**src/rtl/inst_fetch_resp.sv**
```systemverilog
// Instruction-fetch responder: assembles a 32-bit little-endian instruction from
// four byte reads of a synchronous memory, with a one-entry last-fetch buffer.
module inst_fetch_resp #(
  parameter int ADDR_W = 17
) (
  input  logic              clk,
  input  logic              rst,
  input  logic [31:0]       pc,
  input  logic              ce,
  input  logic              flush,
  output logic              busy,
  output logic [31:0]       inst,
  output logic              inst_valid,
  output logic              misalign,
  output logic [ADDR_W-1:0] mem_a,
  output logic              mem_rd,
  input  logic [7:0]        mem_din
);

  typedef enum logic [2:0] {
    IDLE = 3'd0,
    R0   = 3'd1,
    R1   = 3'd2,
    R2   = 3'd3,
    R3   = 3'd4,
    W    = 3'd5
  } state_t;

  state_t             state_q;
  logic [ADDR_W-1:0]  base_q;
  logic [23:0]        asm_q;
  logic [29:0]        pc_hi_q;
  logic [31:0]        last_pc_q;
  logic               last_ok_q;
  logic [31:0]        inst_q;
  logic               valid_q;
  logic               mis_q;
  logic [1:0]         off_s;
  logic               rd_s;

  // Memory address offset and read strobe decoded from the current read state.
  always_comb begin
    off_s = 2'd0;
    rd_s  = 1'b0;
    case (state_q)
      R0:      begin off_s = 2'd0; rd_s = 1'b1; end
      R1:      begin off_s = 2'd1; rd_s = 1'b1; end
      R2:      begin off_s = 2'd2; rd_s = 1'b1; end
      R3:      begin off_s = 2'd3; rd_s = 1'b1; end
      default: begin off_s = 2'd0; rd_s = 1'b0; end
    endcase
  end

  assign mem_a      = base_q + ADDR_W'(off_s);
  assign mem_rd     = rd_s;
  assign busy       = (state_q != IDLE);
  assign inst       = inst_q;
  assign inst_valid = valid_q;
  assign misalign   = mis_q;

  // Fetch FSM; byte k-1 arrives on mem_din while in state R(k) and is taken on the leaving edge.
  always_ff @(posedge clk or negedge rst) begin
    if (!rst) begin
      state_q   <= IDLE;
      base_q    <= '0;
      asm_q     <= 24'h0;
      pc_hi_q   <= 30'h0;
      last_pc_q <= 32'h0;
      last_ok_q <= 1'b0;
      inst_q    <= 32'h0;
      valid_q   <= 1'b0;
      mis_q     <= 1'b0;
    end else begin
      valid_q <= 1'b0;
      mis_q   <= 1'b0;
      if (flush) begin
        state_q   <= IDLE;
        last_ok_q <= 1'b0;
      end else begin
        case (state_q)
          IDLE: begin
            if (ce) begin
              if (pc[1:0] != 2'b00) begin
                mis_q <= 1'b1;
              end else if (last_ok_q && (pc == last_pc_q)) begin
                valid_q <= 1'b1;
              end else begin
                base_q  <= pc[ADDR_W-1:0];
                pc_hi_q <= pc[31:2];
                state_q <= R0;
              end
            end
          end
          R0: state_q <= R1;
          R1: begin
            asm_q[7:0] <= mem_din;
            state_q    <= R2;
          end
          R2: begin
            asm_q[15:8] <= mem_din;
            state_q     <= R3;
          end
          R3: begin
            asm_q[23:16] <= mem_din;
            state_q      <= W;
          end
          W: begin
            inst_q    <= {mem_din, asm_q};
            valid_q   <= 1'b1;
            last_pc_q <= {pc_hi_q, 2'b00};
            last_ok_q <= 1'b1;
            state_q   <= IDLE;
          end
          default: state_q <= IDLE;
        endcase
      end
    end
  end

endmodule

```
**config.mk**
```make
export PLATFORM = sky130hd
export DESIGN_NAME = inst_fetch_resp
export DESIGN_NICKNAME = d
export VERILOG_FILES = /design/src/rtl/inst_fetch_resp.sv
export SDC_FILE = /design/constraint.sdc
export NUM_CORES = 1
export LEC_CHECK = 0
export CORE_ASPECT_RATIO = 0.8
export CORE_UTILIZATION = 45
export DETAILED_ROUTE_END_ITERATION = 8
export GPL_TIMING_DRIVEN = 0
export MAX_ROUTING_LAYER = met4
export PLACE_DENSITY = 0.8
export SLEW_MARGIN = 30
export SYNTH_ARGS = -nofsm -noshare
export SYNTH_HDL_FRONTEND = slang
export SYNTH_SLANG_ARGS = --single-unit
```
**constraint.sdc**
```tcl
create_clock -name clk -period 3.4 [get_ports clk]
set_clock_uncertainty 0.2 [all_clocks]
set_input_delay 0.85 -clock clk [delete_from_list [all_inputs] [get_ports clk]]
set_output_delay 0.85 -clock clk [all_outputs]
set_load 0.005 [all_outputs]
```
==> results of run 1 <==
## metal layers
layer / wire (um) / part of all wire (%)
met5: 0 / 0
met4: 133 / 1.1
met2: 5870 / 49
met1: 5370 / 45
met3: 568 / 4.8
## stage by stage
step / setup TNS (ps) / std cells
after floorplan: 0 / 373
after global placement: -413400 / 617
after detailed placement: -6890 / 618
after CTS: -199 / 659
after global routing: -681 / 662
final: -182 / 662
## logic make-up (layout without fill, tap and decap cells)
kind of cell,count (synthesis),count (layout),share of synthesized area [%]
compound gates,6,6,0.781
xor+xnor,48,48,7.71
fa+ha+maj,3,3,0.826
buf+inv,22,163,2.66
flops,124,124,56.9
mux,116,116,25.9
simple gates,54,54,5.19
## sequential cells by signal, summed over array words and instances, names as in the netlist
| name | flops |
|---|---|
| asm_q | 24 |
| base_q | 16 |
| inst | 32 |
| inst_valid | 1 |
| last_ok_q | 1 |
| last_pc_q | 30 |
| misalign | 1 |
| pc_hi_q | 16 |
| state_q | 3 |
## cell type report
type                            count  share of cell area, %
Sequential cell                   124                   42.0
Multi-Input combinational cell    227                   30.8
Timing Repair Buffer              112                   14.4
Clock buffer                       20                   6.18
Tap cell                          148                   2.51
Clock inverter                     12                   2.23
Buffer                             13                   1.49
Inverter                            6                  0.305
## worst reg2reg max path, cell delays in order, from the launching register on
cell     delay [ps]
dfrtp_1         390
xnor2_1         310
nand4_1         180
nor4_1          360
nand4_1         240
nor2b_1         230
buf_6           140
buf_12          150
mux2_4          300
## power groups by stage
stage	Combinational (W)	Sequential, W	Clock, W
6_report	0.000605	0.00185	0.00186
5_1_grt	0.000652	0.00188	0.00197
4_1_cts	0.000608	0.00185	0.00189
3_5_place_dp	0.000633	0.00187	0
3_3_place_gp	0.000610	0.00185	0
2_1_floorplan	0.000361	0.00182	0
## worst max-delay path by stage
stage and to:
6_report mem_a[6], 2_1_floorplan mem_a[14], 5_1_grt mem_a[6], 4_1_cts mem_a[14], 3_5_place_dp mem_a[14], 3_3_place_gp last_pc_q[17]
## layout by cell type (no fill, tap or decap), drive strengths merged, types with 6 or more instances in the layout
master | netlist | layout
xor2 | 14 | 14
xnor2 | 34 | 34
dlygate4sd2 | 0 | 6
nand2 | 9 | 9
nand3 | 6 | 6
clkinv | 0 | 6
nand4 | 8 | 8
clkdlybuf4s50 | 0 | 80
nor2 | 13 | 13
mux2 | 116 | 116
dfrtp | 124 | 124
clkbuf | 3 | 22
buf | 13 | 36
inv | 6 | 6
## repair_timing
item	4_1_cts	5_1_grt
hold buffers	0	0
buffers inserted	12	3
resized for setup	53	12
pin swaps	10	3
setup endpoints to repair	16	8
endpoints found under the hold margin	0	0
==> flow_summary_export.csv, run 1 <==
group,metric,value,unit
status,status,"finished with violations",
status,violations,"design-rule violations, negative setup slack",
hold_path,hold_path.class,"primary input to asynchronous set/reset pin",
sta,rsz0062_at_grt,"yes",
setup_path,critPathRequiredTime,2350,ps
detailed_routing,ant_nets,0,
setup_path,end_kind,"output pin",
synth,ys_top_cells_by_area,"dfrtp_1 (57%), mux2_2 (18%), mux2_4 (7.7%), xnor2_1 (5.5%), xor2_1 (2.2%)",
detailed_routing,vias,3402,
global_route,grt.overflow.total,0,
cts,cts_buffers,17,
die,die_y,100,um
power_and_ir_drop,switching_share,23.9,%
power_and_ir_drop,p_int,0.00328,W
place,placed_area,6630,um2
global_route,grt_max_degree,73,
setup_path,worst-path-stages,10,
die,die_area,12600,um2
detailed_routing,dr.pass1.iters,8,
run,drv_cap,0,
cts,insertion_delay,410,ps
sta,final_hold_viol_count,0,
global_route,grtUsageMet2,32.8,%
synth,synth.avg_cell_area,14.6,um2
synth,synth_flop_cell,"dfrtp_1",
global_route,grt_use_total,20.9,%
synth,async_flop_share,100,%
die,coreArea,11600,um2
finish,final_util,63.5,%
cts,cts_sinks,124,
global_route,grt_pass1_wl,19.0,mm
synth,synth.most_common_cell,"dfrtp_1",
setup_path,r2r-start,"last_pc_q[4]",
finish,syn_to_final_growth,35.6,%
global_route,antenna_found_initial,0,
power_and_ir_drop,total_power,0.00432,W
global_route,globalRoute.busiestLayer,"met2",
synth,synth_seq_cells,124,
sta,fin_hold_ws,143,ps
setup_path,cp_max_fo,3,
sta,slew_headroom,43.8,%
sta,setup_viol,3,
global_route,use_met1,25.9,%
finish,fillCellCount,848,
finish,design_area,7390,um2
cts,clockBufferDepth,2,
sta,finalCritPeriodShare,102,%
synth,yosysWarnings,0,
setup_path,critPathLaunchType,"flop",
sta,worst_pin_slew,839,ps
synth,synth_area,5450,um2
die,initial_utilization,46.8,%
place,portBuffers,96,
place,gp_congestion,0.819,
setup_path,reg2reg_to,"pc_hi_q[26]",
power_and_ir_drop,pwr-share-comb,14.0,%
finish,multi_input_area,2280,um2
finish,regArea,3110,um2
setup_path,path_cells,"xnor2_1, nor2_1, ha_2, inv_2, fa_2, buf_4, buf_6, and3b_1, xor2_1, buf_2",
synth,synth_nets,420,
cts,h-tree-depth,4,
power_and_ir_drop,netSwitchingPower,0.00103,W
setup_path,rrSetupSlack,770,ps
setup_path,crit_path_start,"state_q[1]",
synth,ys_top_cells_by_count,"dfrtp_1 (124), mux2_2 (88), xnor2_1 (34)",
detailed_routing,vias_per_cell,5.14,
synth,synth_top_area_cell,"dfrtp_1",
synth,ys_types,33,
finish,drive_above_1_share,40.1,%
cts,clkTransAtPathRegs,60,ps
global_route,grt_pass1_vias,3689,
finish,nets,548,
sta,clock.fmax,288,MHz
setup_path,crit_path_top_delay_cell,"dfrtp_2",
detailed_routing,drt-initial-drc-count,194,
cts,cts_tree,"yes",
finish,diodes,0,
sta,setup_slack,-71.9,ps
setup_path,path_delay_family,"adder cells",
sta,fin_crit,3470,ps
place,dp_hpwl,8.11,mm
detailed_routing,drcViolationCount,10,
synth,syn_inst,373,
power_and_ir_drop,p_seq_share,42.9,%
power_and_ir_drop,p_per_area,584,nW/um2
setup_path,cp_num_buf_inv,4,
detailed_routing,routedWlPerCell,18.0,um
place,pre_cts_slack,-653,ps
global_route,met3_usage,6.61,%
die,die_x,125,um
synth,synth_edf_count,0,
setup_path,reg2reg_depth,8,
setup_path,max_stage_delay,420,ps
power_and_ir_drop,leakage,3.46,nW
die,io_pins,97,
setup_path,worstPathArrival,2420,ps
synth,yosys.area.top_type_share,56.9,%
synth,synth_seq_area_share,56.9,%
die,rows,35,
cts,root_buffer,"clkbuf_16",
sta,drv_slew,0,
setup_path,criticalPathCategory,"flop to output pin",
power_and_ir_drop,ir_worst_vdd,0.392,mV
detailed_routing,drt_wl_total,11.9,mm
power_and_ir_drop,clkPwrFrac,43.1,%
Power figures use the tool's default switching activity.
==> inputs of run 2 (changes only) <==
--- a/config.mk
+++ b/config.mk
@@ -5,12 +5,14 @@
 export SDC_FILE = /design/constraint.sdc
 export NUM_CORES = 1
 export LEC_CHECK = 0
+export ABC_AREA = 1
 export CORE_ASPECT_RATIO = 0.8
 export CORE_UTILIZATION = 45
 export DETAILED_ROUTE_END_ITERATION = 8
 export GPL_TIMING_DRIVEN = 0
 export MAX_ROUTING_LAYER = met4
 export PLACE_DENSITY = 0.8
+export SETUP_SLACK_MARGIN = 0.02
 export SLEW_MARGIN = 30
 export SYNTH_ARGS = -nofsm -noshare
 export SYNTH_HDL_FRONTEND = slang
==> run 2 against run 1 <==
Against the previous run: the run still ends with design-rule violations, negative setup slack left; sequential share of layout area fell by 1.9 points; critical path depth rose by 4; synthesized area rose by 3.2%; setup slack got worse by 460 ps; sequential cell count did not move; cell area rose by 4.8%; maximum frequency fell by 12%; combinational power rose to 2.6 times the previous value; via count rose by 38%; register-to-register slack got worse by 40 ps; power rose by 33%.
==> flow_summary_export.csv, run 2 <==
group,metric,value,unit
synth,synth_seq_cells,124,
sta,rsz0062_at_grt,"yes",
cts,h-tree-depth,4,
power_and_ir_drop,leakage,3.85,nW
global_route,grt.overflow.total,0,
setup_path,critPathLaunchType,"flop",
cts,root_buffer,"clkbuf_16",
detailed_routing,routedWlPerCell,17.6,um
die,initial_utilization,46.3,%
finish,largest_reg_flops,32,
setup_path,max_stage_delay,440,ps
global_route,grt_pass1_wl,25.2,mm
synth,synth_top_area_cell,"dfrtp_1",
setup_path,critPathRequiredTime,2350,ps
sta,finalCritPeriodShare,116,%
detailed_routing,drt_wl_total,15.8,mm
synth,synth_edf_count,0,
finish,syn_to_final_growth,37.7,%
status,violations,"design-rule violations, negative setup slack",
power_and_ir_drop,p_seq_share,40.5,%
synth,ys_types,27,
synth,yosys.area.top_type_share,55.2,%
die,die_x,127,um
cts,cts_buffers,17,
finish,multi_input_area,2370,um2
sta,fin_hold_ws,147,ps
detailed_routing,vias_per_cell,5.24,
sta,worst_pin_slew,521,ps
synth,syn_inst,586,
power_and_ir_drop,clkPwrFrac,31.7,%
synth,synth_area,5630,um2
global_route,antenna_found_initial,0,
run,drv_cap,0,
cts,clockBufferDepth,2,
power_and_ir_drop,p_int,0.00380,W
power_and_ir_drop,ir_worst_vdd,0.482,mV
status,status,"finished with violations",
power_and_ir_drop,p_per_area,744,nW/um2
power_and_ir_drop,switching_share,34.0,%
setup_path,cp_max_fo,4,
finish,final_cell_mix,"nand2_1 (164), dfrtp_1 (123), clkdlybuf4s50_1 (77)",
die,io_pins,97,
cts,cts_tree,"yes",
synth,synth_flop_cell,"dfrtp_1",
setup_path,crit_path_top_delay_cell,"dfrtp_1",
setup_path,criticalPathCategory,"flop to output pin",
sta,final_hold_viol_count,0,
cts,cts_sinks,124,
place,dp_hpwl,9.99,mm
synth,ys_top_cells_by_area,"dfrtp_1 (55%), nand2_1 (11%), mux2_2 (8.0%), xnor2_1 (4.2%), o21ai_0 (4.1%)",
synth,synth_seq_area_share,55.2,%
setup_path,path_cells,"nor2_2, inv_2, o21ai_4, ha_4, inv_2, fa_2, nor3_4, buf_6, inv_4, nor2_4, nand2_2, nor3_4, xor2_1, buf_2",
global_route,grt_use_total,26.8,%
power_and_ir_drop,pwr-share-comb,27.8,%
die,die_area,13000,um2
die,die_y,102,um
finish,nets,780,
die,coreArea,12200,um2
place,gp_congestion,0.885,
synth,async_flop_share,100,%
detailed_routing,dr.pass1.iters,7,
synth,synth.avg_cell_area,9.60,um2
hold_path,hold_path.class,"primary input to asynchronous set/reset pin",
synth,synth_nets,633,
finish,diodes,0,
sta,drv_slew,0,
sta,fin_crit,3930,ps
sta,setup_slack,-527,ps
cts,clkTransAtPathRegs,60,ps
power_and_ir_drop,netSwitchingPower,0.00196,W
global_route,grt_max_degree,68,
place,portBuffers,96,
sta,setup_viol,14,
power_and_ir_drop,total_power,0.00576,W
synth,yosysWarnings,0,
detailed_routing,vias,4710,
global_route,grt_pass1_vias,4956,
finish,regArea,3100,um2
setup_path,end_kind,"output pin",
die,rows,36,
synth,synth.most_common_cell,"nand2_1",
detailed_routing,drt-initial-drc-count,440,
detailed_routing,drcViolationCount,1,
sta,clock.fmax,255,MHz
detailed_routing,ant_nets,0,
finish,fillCellCount,908,
cts,insertion_delay,420,ps
setup_path,worstPathArrival,2880,ps
finish,layout_commonest_cell,"nand2_1",
finish,drive_above_1_share,24.3,%
sta,slew_headroom,65.3,%
synth,ys_top_cells_by_count,"nand2_1 (167), dfrtp_1 (124), o21ai_0 (46)",
run 2: routing by layer:
metal,vias to the layer above,track usage [%],wire (um),share of wire (%)
met5,-,-,0,0
met4,0,12.3,513,3.2
met3,48,5.50,936,5.9
met2,195,42.6,7570,48
met1,2317,33.3,6820,43
li1,2150,-,-,-
run 2: cell type report:
class                   instances  area share, %
clock buffers                  17           5.49
clock inverters                15           2.16
plain buffers                  21           1.63
multi-input cells             393           30.6
repair buffers                128           15.2
flip-flops and latches        124           40.1
inverters                      48           2.41
well taps                     152           2.46
run 2: final timing paths:
kind | startpoint | end | slack [ps] | cells after the start
worst max-delay path | state_q[1] | mem_a[16] | -530 | 14
worst min-delay path | rst | inst[2] | 150 | 1
worst max register to register | state_q[1] | base_q[6] | 730 | 17
worst min register to register | pc_hi_q[24] | pc_hi_q[24] | 270 | 2
max in group asynchronous | rst | pc_hi_q[18] | 2170 | 2
min in group clk | pc_hi_q[24] | pc_hi_q[24] | 270 | 2
run 2: critical path: cells and delay by family (launching register included):
kind                     cells  cell delay [ps]
AND/OR/NAND/NOR              5              730
adder cells (fa/ha/maj)      2              540
buffers and inverters        5              420
XOR/XNOR                     1              160
flip-flops                   1              440
AO/OA/AOI/OAI                1              170
run 2: timing repair:
item | in CTS | in global routing
endpoints found under the setup margin | 16 | 18
buffers inserted | 30 | 8
pin swaps | 18 | 20
hold buffers | 0 | 0
gates resized for setup | 70 | 29
run 2: cell families (layout without fill, tap and decap cells):
family          after synthesis  count (layout)  share of synthesized area [%]
mux                          40              40                           8.01
buf+inv                      69             229                           5.47
compound gates               53              53                           4.72
xor+xnor                     40              40                           6.23
flops                       124             124                           55.2
simple gates                257             257                           19.6
fa+ha+maj                     3               3                          0.801
run 2: metrics by stage:
step | cells | area (um2) | TNS (ps) | utilization (%) | worst slack (ps)
after floorplan | 586 | 5630 | 0 | - | 149
after global placement | 834 | 6780 | -411820 | 55.7 | -3300
after detailed placement | 835 | 6810 | -4670 | 56.0 | -770
after CTS | 896 | 7660 | -4230 | 63.0 | -525
after global routing | 898 | 7740 | -5720 | 63.7 | -677
final | 898 | 7740 | -4370 | 63.7 | -527
run 2: power by group through the flow:
stage | clock network, W | logic [W] | registers [W]
2_1_floorplan | 0 | 0.000773 | 0.00224
3_3_place_gp | 0 | 0.00138 | 0.00229
3_5_place_dp | 0 | 0.00145 | 0.00232
4_1_cts | 0.00183 | 0.00155 | 0.00231
5_1_grt | 0.00191 | 0.00177 | 0.00239
6_report | 0.00183 | 0.00160 | 0.00234
==> inputs of run 3 (changes only) <==
--- a/config.mk
+++ b/config.mk
@@ -7,11 +7,11 @@
 export LEC_CHECK = 0
 export ABC_AREA = 1
 export CORE_ASPECT_RATIO = 0.8
-export CORE_UTILIZATION = 45
+export CORE_UTILIZATION = 53
 export DETAILED_ROUTE_END_ITERATION = 8
 export GPL_TIMING_DRIVEN = 0
 export MAX_ROUTING_LAYER = met4
-export PLACE_DENSITY = 0.8
+export PLACE_DENSITY = 0.9
 export SETUP_SLACK_MARGIN = 0.02
 export SLEW_MARGIN = 30
 export SYNTH_ARGS = -nofsm -noshare
==> run 3 against run 2 <==
Against the previous run: the flow finishes with violations (negative setup slack); first-iteration DRC count down 22%; cell area down 2.1%; register-to-register slack better by 600 ps; power down 2.8%; routed wire length grew 0.51%; hold slack lost 20 ps; final cell count down 2.6%; clock power shrank 7%; clock-buffer cell count grew 1; critical path depth shrank 1; global-route usage up 4.8 points; non-clock buffer count down 11; highest routed layer unchanged.
==> flow_summary_export.csv, run 3 (synthesis results as in run 2) <==
group,metric,value,unit
hold_path,hold_path.class,"primary input to asynchronous set/reset pin",
global_route,grt.overflow.total,0,
die,die_area,11000,um2
setup_path,reg2reg_depth,6,
detailed_routing,ant_nets,0,
global_route,grt_pass1_vias,4896,
die,coreArea,10300,um2
sta,final_hold_viol_count,0,
cts,clkTransAtPathRegs,60,ps
power_and_ir_drop,total_power,0.00560,W
setup_path,end_kind,"output pin",
global_route,antenna_found_initial,0,
cts,cts_sinks,124,
finish,layout_commonest_cell,"nand2_1",
cts,h-tree-depth,4,
power_and_ir_drop,clkPwrFrac,30.4,%
die,rows,33,
setup_path,criticalPathCategory,"flop to output pin",
sta,finalCritPeriodShare,113,%
sta,slew_headroom,66.4,%
detailed_routing,routedWlPerCell,18.2,um
status,violations,"negative setup slack",
sta,rsz0062_at_grt,"yes",
power_and_ir_drop,leakage,3.75,nW
finish,regArea,3110,um2
finish,nets,769,
place,gp_congestion,0.888,
die,die_x,117,um
detailed_routing,drcViolationCount,0,
detailed_routing,drt-initial-drc-count,342,
detailed_routing,vias_per_cell,5.55,
power_and_ir_drop,p_per_area,739,nW/um2
die,io_pins,97,
die,initial_utilization,54.7,%
setup_path,worstPathArrival,2790,ps
global_route,grt_max_degree,74,
power_and_ir_drop,switching_share,33.2,%
global_route,grt_use_total,31.6,%
cts,insertion_delay,420,ps
finish,design_area,7580,um2
setup_path,critPathLaunchType,"flop",
power_and_ir_drop,pwr-share-comb,27.8,%
sta,fin_hold_ws,127,ps
power_and_ir_drop,ir_worst_vdd,0.458,mV
finish,syn_to_final_growth,34.8,%
sta,setup_viol,14,
status,status,"finished with violations",
cts,cts_buffers,17,
place,dp_hpwl,10.1,mm
sta,setup_slack,-443,ps
cts,cts_hold_buf,0,
finish,fillCellCount,646,
sta,worst_pin_slew,504,ps
power_and_ir_drop,netSwitchingPower,0.00186,W
sta,fin_crit,3840,ps
die,die_y,94.1,um
sta,drv_slew,0,
power_and_ir_drop,p_int,0.00374,W
run,drv_cap,0,
setup_path,critPathRequiredTime,2350,ps
finish,diodes,0,
finish,final_cell_mix,"nand2_1 (165), dfrtp_1 (122), clkdlybuf4s50_1 (79)",
cts,clockBufferDepth,2,
finish,drive_above_1_share,22.0,%
cts,cts_tree,"yes",
place,placed_area,6790,um2
finish,fin_cells,875,
place,placedCellCount,823,
finish,multi_input_area,2340,um2
sta,clock.fmax,260,MHz
detailed_routing,vias,4854,
cts,root_buffer,"clkbuf_16",
setup_path,crit_path_start,"state_q[1]",
place,portBuffers,96,
finish,largest_reg_flops,32,
detailed_routing,drt_wl_total,15.9,mm
setup_path,reg2reg_to,"inst[26]",
detailed_routing,dr.pass1.iters,5,
global_route,grt_pass1_wl,24.6,mm
setup_path,cp_max_fo,3,
setup_path,rrSetupSlack,1330,ps
setup_path,r2r-start,"state_q[1]",
power_and_ir_drop,p_seq_share,41.9,%
==> run 3: power by group through the flow <==
| stage | sequential (W) | clock [W] | combinational (W) |
|---|---|---|---|
| 2_1_floorplan | 0.00224 | 0 | 0.000773 |
| 3_3_place_gp | 0.00229 | 0 | 0.00138 |
| 3_5_place_dp | 0.00233 | 0 | 0.00145 |
| 4_1_cts | 0.00232 | 0.00170 | 0.00149 |
| 5_1_grt | 0.00239 | 0.00177 | 0.00171 |
| 6_report | 0.00234 | 0.00170 | 0.00156 |
==> run 3: per-stage QoR <==
stage	setup TNS, ps	util, %	setup WS, ps
6_report	-3350	73.7	-443
5_1_grt	-4800	73.7	-575
4_1_cts	-3380	73.0	-489
2_1_floorplan	0	-	149
3_3_place_gp	-407060	65.8	-3260
3_5_place_dp	-4540	66.1	-821
==> run 3: what timing repair did <==
action | 4_1_cts | 5_1_grt
pin swaps | 20 | 14
gates resized for setup | 69 | 16
endpoints found under the setup margin | 16 | 16
setup buffers | 15 | 6
==> run 3: final cells by class <==
| cell class | instances | share of cell area (%) |
|---|---|---|
| Buffer | 21 | 1.67 |
| Multi-Input combinational cell | 393 | 30.9 |
| Clock inverter | 14 | 1.60 |
| Clock buffer | 18 | 5.79 |
| Timing Repair Buffer | 117 | 14.4 |
| Tap cell | 140 | 2.31 |
| Inverter | 48 | 2.39 |
| Sequential cell | 124 | 41.0 |
==> run 3: how the worst max path moves through the flow <==
stage,end,depth (start not counted)
global route,mem_a[16],13
detailed placement,mem_a[14],13
finish,mem_a[16],13
global placement,last_pc_q[21],1
floorplan,mem_a[14],12
CTS,mem_a[16],13
==> run 3: worst max-delay path, cell delays in order (launching register included) <==
cell     delay (ps)
dfrtp_2         430
nor2_4          130
inv_2            60
o21ai_4         170
ha_4            160
inv_2            40
fa_2            380
nor3_4          220
inv_2           100
nor2_4          120
nand2_1          80
nor3_2          170
xor2_1          180
buf_2           130
==> run 3: per-layer routing <==
metal  share of wire [%]  vias up  track usage [%]
met5                   0        -                -
met4                 3.4        0             16.1
met3                 7.1       60             7.03
met2                  50      255             49.8
met1                  39     2396             38.3
li1                    -     2143                -
